--- src/rtl/serial_mag_compare_ctrl_pkg.sv ---
// Shared types and constants for the serial magnitude compare sequencer.
// Holds the FSM encoding, nibble width and result-flag bit positions.
package serial_mag_compare_ctrl_pkg;

    localparam int NIBBLE_W = 4;

    localparam int RES_ALB = 0;
    localparam int RES_AEB = 1;
    localparam int RES_AGB = 2;
    localparam int RES_W   = 3;

    typedef enum logic [1:0] {
        S_IDLE    = 2'd0,
        S_COMPARE = 2'd1,
        S_DONE    = 2'd2
    } state_e;

    function automatic logic [RES_W-1:0] res_onehot(input int pos);
        logic [RES_W-1:0] r;
        r      = '0;
        r[pos] = 1'b1;
        return r;
    endfunction

endpackage

--- src/rtl/nibble_mag_cmp.sv ---
// Combinational 4-bit unsigned magnitude comparator slice.
// Same function as a 7485 with the cascade inputs tied to "equal".
module nibble_mag_cmp
    import serial_mag_compare_ctrl_pkg::*;
(
    input  logic [NIBBLE_W-1:0] a,
    input  logic [NIBBLE_W-1:0] b,
    output logic                alb,
    output logic                aeb,
    output logic                agb
);

    logic [NIBBLE_W-1:0] x;

    // x[i] is high when bit i of both operands agrees
    assign x = ~(a ^ b);

    assign agb = (a[3] & ~b[3])
               | (x[3] & a[2] & ~b[2])
               | (x[3] & x[2] & a[1] & ~b[1])
               | (x[3] & x[2] & x[1] & a[0] & ~b[0]);

    assign alb = (~a[3] & b[3])
               | (x[3] & ~a[2] & b[2])
               | (x[3] & x[2] & ~a[1] & b[1])
               | (x[3] & x[2] & x[1] & ~a[0] & b[0]);

    assign aeb = &x;

endmodule

--- src/rtl/serial_mag_compare_ctrl.sv ---
// Wide unsigned compare done one nibble per cycle, MSB first,
// on a single shared comparator slice with early exit.
module serial_mag_compare_ctrl
    import serial_mag_compare_ctrl_pkg::*;
#(
    parameter int WIDTH = 16
) (
    input  logic             clk,
    input  logic             rst_n,
    input  logic             start,
    input  logic [WIDTH-1:0] a,
    input  logic [WIDTH-1:0] b,
    output logic             busy,
    output logic             done,
    output logic             alb,
    output logic             aeb,
    output logic             agb
);

    localparam int NIBBLES = WIDTH / NIBBLE_W;
    localparam int IW      = $clog2(NIBBLES);

    state_e state_q;
    state_e state_d;

    logic [NIBBLES-1:0][NIBBLE_W-1:0] ra_q;
    logic [NIBBLES-1:0][NIBBLE_W-1:0] rb_q;

    logic [IW-1:0]    idx_q;
    logic [IW-1:0]    idx_d;
    logic [RES_W-1:0] res_q;
    logic [RES_W-1:0] res_d;
    logic             load;

    logic cmp_lt;
    logic cmp_eq;
    logic cmp_gt;
    logic last;

    nibble_mag_cmp u_cmp (
        .a   (ra_q[idx_q]),
        .b   (rb_q[idx_q]),
        .alb (cmp_lt),
        .aeb (cmp_eq),
        .agb (cmp_gt)
    );

    assign last = (idx_q == '0);

    always_ff @(posedge clk or negedge rst_n) begin
        if (!rst_n) begin
            state_q <= S_IDLE;
            idx_q   <= '0;
            res_q   <= '0;
            ra_q    <= '0;
            rb_q    <= '0;
        end else begin
            state_q <= state_d;
            idx_q   <= idx_d;
            res_q   <= res_d;
            if (load) begin
                ra_q <= a;
                rb_q <= b;
            end
        end
    end

    always_comb begin
        state_d = state_q;
        idx_d   = idx_q;
        res_d   = res_q;
        load    = 1'b0;
        unique case (state_q)
            S_IDLE: begin
                if (start) begin
                    load    = 1'b1;
                    idx_d   = IW'(NIBBLES - 1);
                    res_d   = '0;
                    state_d = S_COMPARE;
                end
            end
            S_COMPARE: begin
                // first unequal nibble decides; equal walks toward LSB
                unique case (1'b1)
                    cmp_gt: begin
                        res_d   = res_onehot(RES_AGB);
                        state_d = S_DONE;
                    end
                    cmp_lt: begin
                        res_d   = res_onehot(RES_ALB);
                        state_d = S_DONE;
                    end
                    (cmp_eq && last): begin
                        res_d   = res_onehot(RES_AEB);
                        state_d = S_DONE;
                    end
                    default: begin
                        idx_d = idx_q - 1'b1;
                    end
                endcase
            end
            S_DONE: begin
                state_d = S_IDLE;
            end
            default: begin
                state_d = S_IDLE;
            end
        endcase
    end

    assign busy = (state_q == S_COMPARE);
    assign done = (state_q == S_DONE);
    assign alb  = res_q[RES_ALB];
    assign aeb  = res_q[RES_AEB];
    assign agb  = res_q[RES_AGB];

endmodule

--- config.mk ---
export PLATFORM = sky130hd
export DESIGN_NAME = serial_mag_compare_ctrl
export DESIGN_NICKNAME = d
export VERILOG_FILES = /design/src/rtl/serial_mag_compare_ctrl_pkg.sv /design/src/rtl/nibble_mag_cmp.sv /design/src/rtl/serial_mag_compare_ctrl.sv
export SDC_FILE = /design/constraint.sdc
export NUM_CORES = 1
export LEC_CHECK = 0
export ABC_CLOCK_PERIOD_IN_PS = 3800
export CAP_MARGIN = 10
export CORE_AREA = 10 10 72 74
export DETAILED_ROUTE_END_ITERATION = 10
export DIE_AREA = 0 0 82 84
export PLACE_DENSITY = 0.81
export SETUP_SLACK_MARGIN = 0.3
export SYNTH_ARGS = -nofsm -noshare
export SYNTH_HDL_FRONTEND = slang
export SYNTH_SLANG_ARGS = --single-unit
--- constraint.sdc ---
create_clock -name clk -period 3.8 [get_ports clk]
set_clock_uncertainty 0.15 [all_clocks]
set_input_delay 0.76 -clock clk [delete_from_list [all_inputs] [get_ports clk]]
set_output_delay 0.76 -clock clk [all_outputs]
set_load 0.02 [all_outputs]
# Word-level counts from Yosys, hierarchy flattened
# Index checks and enable logic that the tools add are counted.
word_totals:
  ff_bits: 39
  output_inout_bits: 5
  word_cells: 75
classes:
  n_addsub: 1
  magnitude_cmp: 1
  eq_ne: 6
  mux: 15
  n_bitwise: 32
  reduce_logical: 9
op_table:
  columns: ["cell", "count"]
  rows:
  - ["AND 1 bit", 16]
  - ["binary-select mux 4 bit (select 2 bit)", 2]
  - ["case mux 3 bit (3 select lines)", 1]
  - ["two-way mux 2 bit", 4]
  - ["two-way mux 4 bit", 2]
  - ["NOT 1 bit", 8]
  - ["case mux 2 bit (2 select lines)", 2]
  - ["inequality test 2 bit, second input constant", 3]
  - ["bitwise OR 1 bit", 6]
  - ["case mux 3 bit (2 select lines)", 1]
  - ["AND reduction 3 bit", 2]
  - ["zero test 2 bit", 2]
  - ["inequality test 4 x 1 -> 1 bit, second input constant", 1]
  - ["NOT 4 bit", 1]
  - ["AND reduction 4 bit", 1]
  - ["XOR 4 bit", 1]
  - ["less-than comparator 2 x 3 -> 1 bit, second input constant", 1]
  - ["two-way mux 3 bit", 1]
  - ["OR reduction 3 bit", 1]
  - ["equality test 2 x 1 -> 1 bit, second input constant", 1]
  - ["equality test 2 bit, second input constant", 1]
  - ["two-way mux 1 bit", 2]
  - ["AND reduction 2 bit", 1]
  - ["nonzero test 2 bit", 1]
  - ["other kinds (2)", 2]

# Longest topological paths before layout
# Gate-level depths: netlist of the first run.
depth:
  depth_word: 12
  depth_mapped: 8

# By module
# From an unflattened synthesis of the first run, not the netlist that was laid out.
hier_totals:
  hier_cells: 130
  hier_area_um2: 1886.8
by_module_without_submodules:
  columns: ["module", "instances", "cells_each", "area_per_inst_um2"]
  rows:
  - ["serial_mag_compare_ctrl", 1, 108, 1730.4]
  - ["nibble_mag_cmp", 1, 22, 156.4]

# Worst setup path before layout of the first run
# Ideal clock, no wire load.
synth_path:
  path_type: "register -> register"
  start: "register idx_q[0]"
  end: "register res_q[0]"
  arrival_time_ns: 2.091
  path_slack_ns: 1.438
  path_stages_with_launch: 7
  path_buffers: 1
  path_cell_list: "dfrtp_1 buf_6 mux4_1 ha_1 o41ai_4 a211o_2 a22o_1"
synth_between:
  elab_chain_cells: 11
synth_lines:
  columns: ["item", "line_no", "source"]
  rows:
  - ["start: declaration", "serial_mag_compare_ctrl.sv:29", "logic [IW-1:0] idx_q;"]
  - ["start signal: assignment", "serial_mag_compare_ctrl.sv:59", "idx_q <= idx_d;"]
  - ["binary-select mux 4 bit (select 2 bit) (on tied branches)", "serial_mag_compare_ctrl.sv:41, serial_mag_compare_ctrl.sv:42", null]
  - ["two-way mux 4 bit (on tied branches)", "serial_mag_compare_ctrl.sv:41, serial_mag_compare_ctrl.sv:42", null]
  - ["XOR 4 bit", "nibble_mag_cmp.sv:16", "assign x = ~(a ^ b);"]
  - ["NOT 4 bit", "nibble_mag_cmp.sv:16", null]
  - ["AND 1 bit (on tied branches) (2 in series)", null, null]
  - ["bitwise OR 1 bit, or another cell as far along", "nibble_mag_cmp.sv:24", "| (x[3] & ~a[2] & b[2])"]
  - ["bitwise OR 1 bit, or another cell as far along", "nibble_mag_cmp.sv:25", "| (x[3] & x[2] & ~a[1] & b[1])"]
  - ["bitwise OR 1 bit (on tied branches)", "nibble_mag_cmp.sv:26, nibble_mag_cmp.sv:21", null]
  - ["case mux 3 bit (3 select lines) or inequality test 4 x 1 -> 1 bit (tied branches)", null, null]
  - ["case mux 3 bit (2 select lines) or AND reduction 3 bit (tied branches)", null, null]
  - ["end signal: assignment", "serial_mag_compare_ctrl.sv:60", "res_q <= res_d;"]
  - ["end: declaration", "serial_mag_compare_ctrl.sv:31", "logic [RES_W-1:0] res_q;"]
# Several ways; a longest one is shown, not always the timed one. The select of a mux whose other input is x is not followed.
# A chain may end at the register's enable or synchronous reset.

# Final worst setup path of the first run
layout_path:
  start: "register idx_q[0]"
  end: "register idx_q[0]"
layout_between:
  elab_chain_cells: 12
layout_lines:
  columns: ["item", "line_no"]
  rows:
  - ["binary-select mux 4 bit (select 2 bit) (on tied branches)", "serial_mag_compare_ctrl.sv:41, serial_mag_compare_ctrl.sv:42"]
  - ["two-way mux 4 bit (on tied branches)", "serial_mag_compare_ctrl.sv:41, serial_mag_compare_ctrl.sv:42"]
  - ["XOR 4 bit", "nibble_mag_cmp.sv:16"]
  - ["NOT 4 bit", "nibble_mag_cmp.sv:16"]
  - ["AND 1 bit (on tied branches) (2 in series)", null]
  - ["bitwise OR 1 bit, or another cell as far along", "nibble_mag_cmp.sv:24"]
  - ["bitwise OR 1 bit, or another cell as far along", "nibble_mag_cmp.sv:25"]
  - ["bitwise OR 1 bit (on tied branches)", "nibble_mag_cmp.sv:26, nibble_mag_cmp.sv:21"]
  - ["OR reduction 3 bit (no line)", null]
  - ["inequality test 2 bit (no line)", null]
  - ["AND reduction 3 bit (no line)", null]
# Several ways; a longest one is shown, not always the timed one. The select of a mux whose other input is x is not followed.

==> results of run 1 <==
sequential cells by signal (all words and copies together) (netlist names):
name	count
idx_q	2
ra_q	16
rb_q	16
res_q	3
state_q	2
power by group through the flow:
stage          registers (mW)  logic [mW]  clock network (mW)
6_report                0.740       0.889               0.299
5_1_grt                 0.766       0.975               0.327
4_1_cts                 0.742       0.900               0.309
3_5_place_dp            0.750       0.902                   0
3_3_place_gp            0.731       0.850                   0
2_1_floorplan           0.693       0.716                   0
per-stage QoR:
stage / total power [mW] / instance area (sq um) / setup slack (ns) / hold slack [ns]
after floorplan: 1.41 / 1850 / 1.44 / 0.314
after global placement: 1.58 / 2290 / 1.02 / 0.324
after detailed placement: 1.65 / 2290 / 0.943 / 0.341
after CTS: 1.95 / 2390 / 1.04 / 0.358
after global routing: 2.07 / 2390 / 0.912 / 0.368
final: 1.93 / 2390 / 1.06 / 0.354
critical path, stage by stage, from the launching register on:
cell and delay, ns:
dfrtp_1 0.66, mux4_1 0.66, ha_1 0.23, nor3_1 0.52, nand2_2 0.12, mux2_2 0.29
logic make-up (layout without fill, tap and decap cells):
kind of cell               count (synthesis)  count (layout)  synth area share [%]
DFF                                       39              39                  52.8
AOI/OAI and AO/OA                         12              12                  6.09
buffers and inverters                     12              56                  2.91
muxes                                     42              42                  31.4
xor gates and xnor gates                   3               3                  1.42
and+or+nand+nor                           11              11                  3.32
adders and majority gates                  3               3                  2.03
layout by cell type, fill, tap and decap left out, drive strengths merged:
cell / count
dfrtp: 39
clkdlybuf4s50: 38
mux2: 33
clkbuf: 8
mux4: 8
inv: 7
xor2: 3
ha: 3
buf: 3
nor2b: 2
a21oi: 2
nor2: 2
a211o: 2
a22o: 2
nand2: 2
nand2b: 1
nor3b: 1
nor3: 1
o41ai: 1
and2: 1
mux2i: 1
o221ai: 1
a31oi: 1
o21ai: 1
nor4: 1
o2bb2ai: 1
a21o: 1
cell usage after synthesis (2+ instances only):
library cell | number | share of area (%)
dfrtp_1 | 39 | 53
mux2_2 | 33 | 20
inv_1 | 7 | 1.4
mux4_1 | 5 | 7.1
clkbuf_1 | 3 | 0.61
ha_1 | 3 | 2.0
mux4_2 | 3 | 3.7
xor2_1 | 3 | 1.4
a211o_2 | 2 | 1.1
a21oi_1 | 2 | 0.54
a22o_1 | 2 | 0.95
nor2_1 | 2 | 0.41
nor2b_1 | 2 | 0.68
layout make-up:
class | instances | share of cell area [%]
well taps | 50 | 2.62
clock buffers | 8 | 4.19
inverters | 7 | 1.10
flip-flops and latches | 39 | 40.9
repair buffers | 41 | 16.8
multi-input cells | 71 | 34.5
per-layer routing:
layer / wire, um / share of wire, % / GRT usage, % / vias up
li1: - / - / - / 534
met2: 1990 / 53 / 19.3 / 34
met1: 1510 / 40 / 13.2 / 591
met3: 235 / 6.2 / 4.74 / 4
met5: 0 / 0 / 0 / -
met4: 57 / 1.5 / 5.11 / 0
final timing paths:
path	to	slack (ns)
max	idx_q[0]	1.06
min	rb_q[0]	0.35
max reg2reg	idx_q[0]	1.06
min reg2reg	rb_q[0]	0.35
max in group asynchronous	ra_q[8]	2.54
min in group asynchronous	ra_q[3]	0.43
==> run_results.csv, run 1 <==
group,metric,value,unit
status,status,"complete, no violations",
critical_path,cp.required,3.83,ns
logic_synthesis,synthDistinctLibCells,29,
cts,htreeDepth,2,
grt,grt_pass1_wl,6270,um
sta,grt_setup_unrepaired,"false",
cts,cts_resized,0,
cts,hold_buffers,0,
critical_path,start_kind,"register",
route,drc,0,
cells_and_area,seqCellArea,976,sq um
power,pwr-share-clk,15.5,%
sta,fmax,364,MHz
placed_design,port_buffers,39,
floorplan,die_h,84,um
grt,grt_usage,11.9,%
floorplan,ioPinCount,40,
route,ant_nets,0,
grt,grt-ovfl-total,0,
sta,worst_slew_pin_slew,0.850,ns
sta,maxSlewViolCount,0,
cts,clk_path_buf_depth,2,
grt,grt_max_degree,40,
route,routed_wl,3800,um
cts,cts-root-buf,"clkbuf_8",
cts,numCtsBuffers,5,
critical_path,cp_data_arrival_time,2.77,ns
logic_synthesis,yosys_most_used_dff,"dfrtp_1",
cells_and_area,n_fill_cell,311,
hold_path,min-delay-start,"rb_q[0]",
cts,postCtsSetupBuffers,0,
route,vias,1163,
logic_synthesis,yosysWarnings,0,
sta,hold_violations,0,
logic_synthesis,yosysSeqAreaShare,52.8,%
power,p_sw_share,34.0,%
sta,fin_crit_sh,72.2,%
placed_design,place_inst,208,
logic_synthesis,synth_edf_count,0,
logic_synthesis,ys_ff_latch,39,
grt,grt_pass1_vias,1315,
sta,finalSetupTns,0,ns
run,cap_violations,0,
route,wire_per_inst,17.6,um
placed_design,hpwl,2980,um
logic_synthesis,synthesis.nets,160,
power,p_int,1.27,mW
cells_and_area,fin_cells,216,
floorplan,initial_core_util,47.9,%
cells_and_area,drive_gt1_share,31.3,%
logic_synthesis,syn_area_per_cell,15.1,sq um
cells_and_area,antenna_cells,0,
power,netSwitchingPower,0.655,mW
cells_and_area,multi_input_area,823,sq um
cts,clk_pin_slew,0.07,ns
critical_path,rr_worst_depth,5,
cts,clk_latency,0.29,ns
floorplan,die_area,0.00689,sq mm
floorplan,die_w,82,um
power,irDropWorstVdd,343,uV
critical_path,crit_start,"idx_q[0]",
power,power_frac_comb,46.1,%
power,p_seq_share,38.4,%
sta,worst_slew_margin_rel,43.3,%
route,drtIter0Drc,69,
floorplan,floorplan.rows,23,
power,p_leak,1.04,nW
cells_and_area,final_util,61.9,%
floorplan,core-area,0.00386,sq mm
placed_design,gp_congestion,0.797,
hold_path,holdPathStages,1,
critical_path,r2r_start,"idx_q[0]",
critical_path,cp_max_fo,9,
critical_path,worstSetupPathType,"register to register",
critical_path,end_kind,"register",
logic_synthesis,netlist_area,0.00185,sq mm
cells_and_area,syn_to_final_growth,29.2,%
cts,cts_tree,"done",
grt,antenna_found_initial,0,
hold_path,hold_class,"register to register",
logic_synthesis,netlist_instances,122,
sta,layout_min_cycle_time,2.74,ns
route,viasPerCell,5.38,
power,power_density,807,mW/mm^2
cells_and_area,fin_nets,203,
cts,cts.sinks,39,
logic_synthesis,ys_async_sr_fraction,100,%
route,first_pass_iters,4,
sta,setup_viol,0,
(Power assumes the default switching activity.)
==> run 2: changes to the inputs <==
- ABC_CLOCK_PERIOD_IN_PS: 3800 -> 2700
- clock period: 3.8 -> 2.7 ns (I/O delays scaled with it)
==> run 2 against run 1 <==
  * First-iteration DRC count decreased by 13%
  * Sequential share of layout area decreased by 1.0 points
  * Largest power group unchanged
  * Final area increased by 2.5%
  * Final cell count increased by 2.3%
  * Combinational power increased by 64%
  * Via count increased by 0.69%
  * Highest routed layer unchanged
  * Worst setup slack got worse by 0.78 ns
  * Critical path depth increased by 1
==> run_results.csv, run 2 (synthesis results as in run 1) <==
group,metric,value,unit
critical_path,start_kind,"register",
placed_design,port_buffers,39,
floorplan,ioPinCount,40,
critical_path,end_kind,"register",
grt,antenna_found_initial,0,
critical_path,worstSetupPathType,"register to register",
cells_and_area,layout_common_cells,"dfrtp_1, clkdlybuf4s50_1, mux2_2, mux4_2, inv_1",
run,cap_violations,0,
sta,hold_violations,0,
sta,finalSetupTns,0,ns
sta,fin_crit_sh,89.8,%
sta,worst_slew_pin_slew,0.812,ns
grt,grt_util_met1,13.7,%
critical_path,critPathBufInv,1,
cells_and_area,top_regs,"ra_q: 16 flops, rb_q: 16 flops, res_q: 3 flops",
placed_design,gp_congestion,0.737,
cells_and_area,syn_to_final_growth,32.5,%
floorplan,die_w,82,um
power,p_leak,1.05,nW
cells_and_area,antenna_cells,0,
route,vias,1171,
cells_and_area,drive_gt1_share,39.2,%
floorplan,initial_core_util,47.9,%
power,irDropWorstVdd,487,uV
grt,grt_max_degree,40,
cts,numCtsBuffers,5,
sta,setup_viol,0,
grt,grt_usage,11.8,%
grt,grt-ovfl-total,0,
route,drtIter0Drc,60,
placed_design,post_dp_cell_area,0.00231,sq mm
grt,grt_pass1_wl,6370,um
cts,clk_path_buf_depth,2,
placed_design,place_inst,209,
route,routed_wl,3740,um
critical_path,cpPeakStageDelay,0.55,ns
cts,cts-root-buf,"clkbuf_8",
floorplan,die_area,0.00689,sq mm
cts,clk_latency,0.28,ns
cts,clk_pin_slew,0.07,ns
sta,maxSlewViolCount,0,
critical_path,cpMaxStageDelayCell,"mux4_2",
floorplan,core-area,0.00386,sq mm
grt,grt_pass1_vias,1328,
cells_and_area,final_common_cell,"dfrtp_1",
sta,grt_setup_unrepaired,"true",
cts,cts.sinks,39,
floorplan,floorplan.rows,23,
route,drc,0,
grt,use_met3,4.20,%
route,wire_per_inst,16.9,um
critical_path,crit_family,"compound AO/OA/AOI/OAI gates",
cts,cts_tree,"done",
cells_and_area,finish.instance_area,0.00245,sq mm
placed_design,post-place-ws,0.147,ns
floorplan,die_h,84,um
hold_path,hold_class,"primary input to asynchronous set/reset pin",
critical_path,cp_max_fo,7,
critical_path,cp_data_arrival_time,2.45,ns
critical_path,cp.required,2.72,ns
sta,worst_slew_margin_rel,45.9,%
power,power_density,1170,mW/mm^2
sta,layout_min_cycle_time,2.43,ns
grt,grt_util_met2,19.0,%
route,ant_nets,0,
placed_design,hpwl,2880,um
critical_path,cp_cell_sequence,"buf_6, mux4_2, xor2_2, o41ai_4, a21oi_1, a22o_1",
sta,fin_ws,0.275,ns
cts,htreeDepth,2,
route,viasPerCell,5.30,
cells_and_area,fin_nets,208,
status,status,"complete, no violations",
grt,top_usage_layer,"met2",
cells_and_area,fin_cells,221,
route,first_pass_iters,4,
sta,fmax,412,MHz
-- run 2: worst paths after layout --
check | from | endpoint | slack [ns] | cells past startpoint
setup reg to reg | idx_q[0] | res_q[1] | 0.27 | 6
min in group clk | rb_q[11] | rb_q[11] | 0.36 | 1
hold / removal | rst_n | rb_q[8] | 0.20 | 1
hold reg to reg | rb_q[11] | rb_q[11] | 0.36 | 1
setup / recovery | idx_q[0] | res_q[1] | 0.27 | 6
max in group asynchronous | rst_n | state_q[1] | 1.69 | 1
-- run 2: repair_timing --
item	CTS	global route
setup endpoints to repair	4	6
setup buffers	2	2
gates cloned	0	0
pin swaps	3	1
gates resized for setup	8	5
hold buffers	0	0
-- run 2: cell type report --
type,instances,area [sq um]
repair buffers,46,457
flip-flops and latches,39,976
clock inverters,1,5.00
multi-input cells,71,846
fillers,289,1410
well taps,50,62.6
inverters,7,26.3
clock buffers,7,76.3
-- run 2: through the flow --
stage          power (mW)  utilization (%)  hold slack [ns]
6_report             2.87             63.5            0.196
5_1_grt              3.06             63.5            0.274
4_1_cts              2.84             63.1            0.229
3_5_place_dp         2.34             59.9            0.342
3_3_place_gp         2.26             59.9            0.330
2_1_floorplan        1.98                -           0.0944
-- run 2: metal layers --
layer | part of all wire [%] | wire (um)
met5 | 0 | 0
met4 | 1.4 | 53
met3 | 5.9 | 219
met2 | 52 | 1930
met1 | 41 | 1540
-- run 2: worst reg2reg max path, delay by kind of cell, from the launching register on --
kind / cells / cell delay [ns]
AO/OA/AOI/OAI: 3 / 0.82
flip-flops: 1 / 0.41
buffers and inverters: 1 / 0.17
XOR/XNOR: 1 / 0.22
multiplexers: 1 / 0.55
-- run 2: where the power goes --
group          switching (mW)  internal (mW)
sequential              0.182          0.867
clock                   0.181          0.181
combinational           0.640          0.816
